File: src/rtl/neuron_layer_sequencer.sv
// neuron_layer_sequencer: sequences one pass of a neuron_inputlayer array.
// Sweeps the shared counter bus 0..COUNTER_END, waits out the neuron
// pipeline latency, strobes capture once the outputs are final, then holds
// the result for the next layer on a valid/ready handshake.
module neuron_layer_sequencer #(
    parameter int unsigned COUNTER_END = 783,
    parameter int unsigned PIPE_LAT    = 2,
    parameter int unsigned PASS_BITS   = 16
) (
    input  logic                 clk,
    input  logic                 rstn,
    input  logic                 start_valid,
    output logic                 start_ready,
    input  logic                 act_sel_in,
    input  logic                 abort,
    output logic                 activation_function,
    output logic [31:0]          counter,
    output logic                 busy,
    output logic                 capture,
    output logic                 out_valid,
    input  logic                 out_ready,
    output logic [PASS_BITS-1:0] pass_count
);

    localparam logic [31:0] CNT_END = 32'(COUNTER_END);
    localparam logic [3:0]  LAT     = 4'(PIPE_LAT);

    typedef enum logic [1:0] {
        IDLE,
        RUN,
        DRAIN,
        HOLD
    } state_t;

    state_t     state;
    logic [3:0] drain_cnt;
    logic       accept;

    // Start is accepted when idle, or when the held result is leaving this cycle.
    always_comb begin
        start_ready = 1'b0;
        if (!abort) begin
            start_ready = (state == IDLE) || ((state == HOLD) && out_ready);
        end
        accept = start_valid && start_ready;
    end

    // Pass sequencing FSM with all outputs registered.
    always_ff @(posedge clk or negedge rstn) begin
        if (!rstn) begin
            state               <= IDLE;
            counter             <= '0;
            activation_function <= 1'b0;
            capture             <= 1'b0;
            out_valid           <= 1'b0;
            busy                <= 1'b0;
            pass_count          <= '0;
            drain_cnt           <= '0;
        end else if (abort) begin
            state     <= IDLE;
            counter   <= '0;
            capture   <= 1'b0;
            out_valid <= 1'b0;
            busy      <= 1'b0;
            drain_cnt <= '0;
        end else begin
            case (state)
                IDLE: begin
                    counter   <= '0;
                    capture   <= 1'b0;
                    out_valid <= 1'b0;
                    if (accept) begin
                        activation_function <= act_sel_in;
                        busy                <= 1'b1;
                        // Degenerate single-value pass with no latency: outputs final at once.
                        capture             <= (LAT == 4'd0) && (CNT_END == 32'd0);
                        state               <= RUN;
                    end
                end

                RUN: begin
                    if (counter == CNT_END) begin
                        if (LAT == 4'd0) begin
                            state     <= HOLD;
                            out_valid <= 1'b1;
                            busy      <= 1'b0;
                            capture   <= 1'b0;
                        end else begin
                            state     <= DRAIN;
                            drain_cnt <= 4'd1;
                            capture   <= (LAT == 4'd1);
                        end
                    end else begin
                        counter <= counter + 32'd1;
                        // With no pipeline, outputs are final on the last counter value.
                        capture <= (LAT == 4'd0) && ((counter + 32'd1) == CNT_END);
                    end
                end

                DRAIN: begin
                    if (drain_cnt == LAT) begin
                        state     <= HOLD;
                        out_valid <= 1'b1;
                        busy      <= 1'b0;
                        capture   <= 1'b0;
                        drain_cnt <= '0;
                    end else begin
                        drain_cnt <= drain_cnt + 4'd1;
                        capture   <= ((drain_cnt + 4'd1) == LAT);
                    end
                end

                HOLD: begin
                    capture <= 1'b0;
                    if (out_ready) begin
                        pass_count <= pass_count + PASS_BITS'(1);
                        out_valid  <= 1'b0;
                        counter    <= '0;
                        busy       <= 1'b0;
                        state      <= IDLE;
                        if (accept) begin
                            activation_function <= act_sel_in;
                            busy                <= 1'b1;
                            capture             <= (LAT == 4'd0) && (CNT_END == 32'd0);
                            state               <= RUN;
                        end
                    end
                end

                default: begin
                    state <= IDLE;
                end
            endcase
        end
    end

endmodule
File: config.mk
export PLATFORM = sky130hd
export DESIGN_NAME = neuron_layer_sequencer
export DESIGN_NICKNAME = d
export VERILOG_FILES = /design/src/rtl/neuron_layer_sequencer.sv
export SDC_FILE = /design/constraint.sdc
export NUM_CORES = 1
export LEC_CHECK = 0
export BUFFER_PORTS_ARGS = -buffer_cell sky130_fd_sc_hd__buf_2
export CAP_MARGIN = 20
export CORE_MARGIN = 4
export CORE_UTILIZATION = 35
export DETAILED_ROUTE_END_ITERATION = 7
export GPL_TIMING_DRIVEN = 0
export HOLD_SLACK_MARGIN = 0.02
export PLACE_DENSITY = 0.6
export SETUP_SLACK_MARGIN = 0.1
export SYNTH_ARGS = -nofsm -noshare
export SYNTH_HDL_FRONTEND = slang
export SYNTH_SLANG_ARGS = --single-unit
export TNS_END_PERCENT = 20
File: constraint.sdc
create_clock -name clk -period 5.2 [get_ports clk]
set_input_delay 1.04 -clock clk [delete_from_list [all_inputs] [get_ports clk]]
set_output_delay 1.04 -clock clk [all_outputs]
set_load 0.01 [all_outputs]
==> flow_summary.ini <==
[logic_synthesis]
synth_xor_area_share_pct = 4.58
synth.largest_area_cell = dfrtp_1
synth.area.mux_share_pct = 1.85
synth_cells = 374
ys_ff_latch = 58
async_reset_ff_share_pct = 100
ys_top_cells_by_area = dfrtp_1 42%, nand4_1 4.7%, ha_1 4.0%, nand3_1 3.5%, nor2_1 3.5%
avgSynthCellArea_sq_um = 9.20
yosysUniqueCellTypes = 54
ys.flop_type = dfrtp_1
synth_enable_flop_cells = 0
synth_top_family_by_area = simple AND/OR/NAND/NOR gates
yosys.area_share.adder_pct = 4.00
ys_warn_count = 0
synth_common_cells = 58 x dfrtp_1, 32 x nor2_1, 26 x nand4_1
synthSimpleGateAreaFrac_pct = 26.5
mappedNetlistArea_sq_um = 3440
syn_nets = 391
post-synth-top-count-cell = dfrtp_1
synth_top_area_share_pct = 42.2
synth-seq-area-share_pct = 42.2
synth_compound_area_share_pct = 16.7

[worst_hold_path]
hp-start = pass_count[15]
hold_path_class = reg -> reg
holdPathStages = 1
holdPathEnd = pass_count[15]

[flow_run]
timing.max_cap.violations = 0

[sta]
rsz0062_at_grt = no
setup-violations-final = 0
clock.fmax_mhz = 351
setup_tns_ps = 0
clock_skew_ps = 13.5
worst_pin_slew_ps = 946
relSlewSlack_pct = 36.4
finalHoldViolCount = 0
finalCritPeriodShare_pct = 54.9
min_period_ps = 2850
finalMaxSlewViolations = 0

[route]
vias_per_cell = 5.57
wire_per_inst_microns = 16.1
drt_iter0_drc = 193
ant_nets = 0
first_pass_iters = 5
drc = 0
vias = 3218
wirelength_microns = 9320

[cts]
clk_root_buffer_cell = clkbuf_8
ctsResizeCount = 0
cts_hold_buf = 0
clockBufferDepth = 2
post_cts_buffers = 0
htree_levels = 3
clock_latency_ps = 340
cts_tree = done
cts.sinks = 58
clk_transition_reported_paths_ps = 70
cts_made_buffers = 9

[power]
p_sw_w = 0.000432
ir_drop_uv = 194
intPower_w = 0.000841
p_comb_share_pct = 25.3
swShare_pct = 33.9
totalPowerFinal_w = 0.00127
p_leak_nw = 1.89
powerDensity_nw_per_um2 = 309
seqPwrFrac_pct = 40.5
p_clk_share_pct = 34.2

[global_route]
first_global_vias = 3075
grt_pass1_wl_microns = 15400
grt_max_degree = 35
grt_remaining_overflow = 0
grt_util_all_layers_pct = 16.8
antenna_found_initial = 0

[floorplan]
dieArea_sq_um = 11500
ioPinCount = 59
core-area_sq_um = 9420
core.rowCount = 35
fp.dieH_microns = 107
die_w_microns = 107
start_util_pct = 36.6

[worst_setup_path]
reg2reg_from = state[1]
critPathMaxFanout = 10
worstPathRequired_ps = 5460
crit_path_start_kind = flop
rrSetupSlack_ps = 2350
crit_path_end_kind = flop
worstReg2RegEnd = counter[25]
reg2reg_depth = 8
cp.arrival_ps = 3110
critical_path_class = reg -> reg

[layout]
fillers = 927
drive_gt1_share_pct = 20.5
multiInputGateArea_sq_um = 1850
nets = 461
synthToLayoutAreaGrowth_pct = 19.6
seq_area_sq_um = 1450
design_area_sq_um = 4120
final_util_pct = 43.7
n_antenna_cell = 0

[place]
place.gp.congestion = 0.879
placed_area_sq_um = 3910
io_buffers = 58
hpwl_microns = 6620

[run_status]
status = complete, no violations
-- metrics by stage --
stage	setup WS, ps	instances	hold slack (ps)
5_1_grt	2090	578	485
4_1_cts	2380	578	468
2_1_floorplan	2750	374	504
6_report	2350	578	468
3_5_place_dp	2050	562	458
3_3_place_gp	2060	561	455
-- registers in the layout (all words and copies together), names as in the netlist --
signal	count
state	2
out_valid	1
pass_count	16
capture	1
busy	1
counter	32
drain_cnt	4
activation_function	1
-- worst max-delay path: stages (launching register included) --
cell	delay (ps)
dfrtp_1	440
inv_1	150
ha_1	300
nand2b_1	160
nor2_1	400
clkbuf_1	440
buf_1	530
o2111ai_1	210
o211ai_1	140
-- metal layers --
metal,vias up,share of wire (%),routed length (microns),global-route usage (%)
li1,1551,-,-,-
met1,1566,46,4280,22.5
met2,90,47,4330,26.5
met3,11,6.0,562,3.73
met4,0,1.5,144,6.48
met5,-,0,0,0
-- power by group through the flow --
stage                     registers [W]  logic [W]  clock network [W]
after floorplan                0.000527   0.000209                  0
after global placement         0.000522   0.000318                  0
after detailed placement       0.000523   0.000323                  0
after CTS                      0.000515   0.000324           0.000449
after global routing           0.000520   0.000361           0.000465
final                          0.000515   0.000322           0.000436
-- cell families after synthesis --
group / Yosys count
xor+xnor: 18
buf+inv: 34
flops: 58
compound gates: 84
simple gates: 163
fa+ha+maj: 11
mux: 6
-- cell type report --
class | count | share of cell area, %
buffer | 15 | 1.79
clock buffer | 11 | 3.68
clock inverter | 5 | 1.28
inverter | 19 | 1.73
multi-input combinational | 282 | 44.8
sequential | 58 | 35.2
tap | 129 | 3.92
timing repair buffer | 59 | 7.54
-- placed cells by master, fill, tap and decap left out, types with 3 or more instances in the layout --
| cell | Yosys | routed |
|---|---|---|
| mux2i_1 | 3 | 3 |
| and4_1 | 8 | 8 |
| nand2b_1 | 4 | 4 |
| a31oi_1 | 10 | 10 |
| inv_1 | 19 | 19 |
| nor2b_1 | 3 | 3 |
| clkbuf_8 | 0 | 11 |
| o211ai_1 | 9 | 9 |
| nand3_1 | 24 | 24 |
| nor2_1 | 32 | 32 |
| o221ai_1 | 6 | 6 |
| dfrtp_1 | 58 | 58 |
| o21ai_1 | 3 | 3 |
| nor4_1 | 8 | 8 |
| a221o_1 | 4 | 4 |
| xor2_1 | 6 | 6 |
| nor3_1 | 4 | 4 |
| and2_1 | 5 | 5 |
| mux2_2 | 3 | 3 |
| and3_1 | 11 | 11 |
| clkbuf_1 | 10 | 10 |
| buf_2 | 2 | 60 |
| or2_2 | 3 | 3 |
| o21ai_0 | 19 | 19 |
| o2111ai_1 | 3 | 3 |
| nand4_1 | 26 | 26 |
| o31ai_1 | 4 | 4 |
| clkinv_2 | 0 | 3 |
| a21oi_1 | 11 | 11 |
| ha_1 | 11 | 11 |
| nand2_1 | 21 | 21 |
| nand4b_1 | 3 | 3 |
| xnor2_1 | 12 | 12 |
-- worst max-delay path by stage --
stage	start	endpoint	slack (ps)	cells after the start
floorplan	abort	start_ready	2750	2
global placement	abort	counter[25]	2060	7
detailed placement	abort	counter[5]	2050	6
CTS	state[0]	counter[25]	2380	8
global route	state[1]	counter[5]	2090	7
finish	state[1]	counter[25]	2350	8
Note: power is estimated with default switching activity, not from simulation.
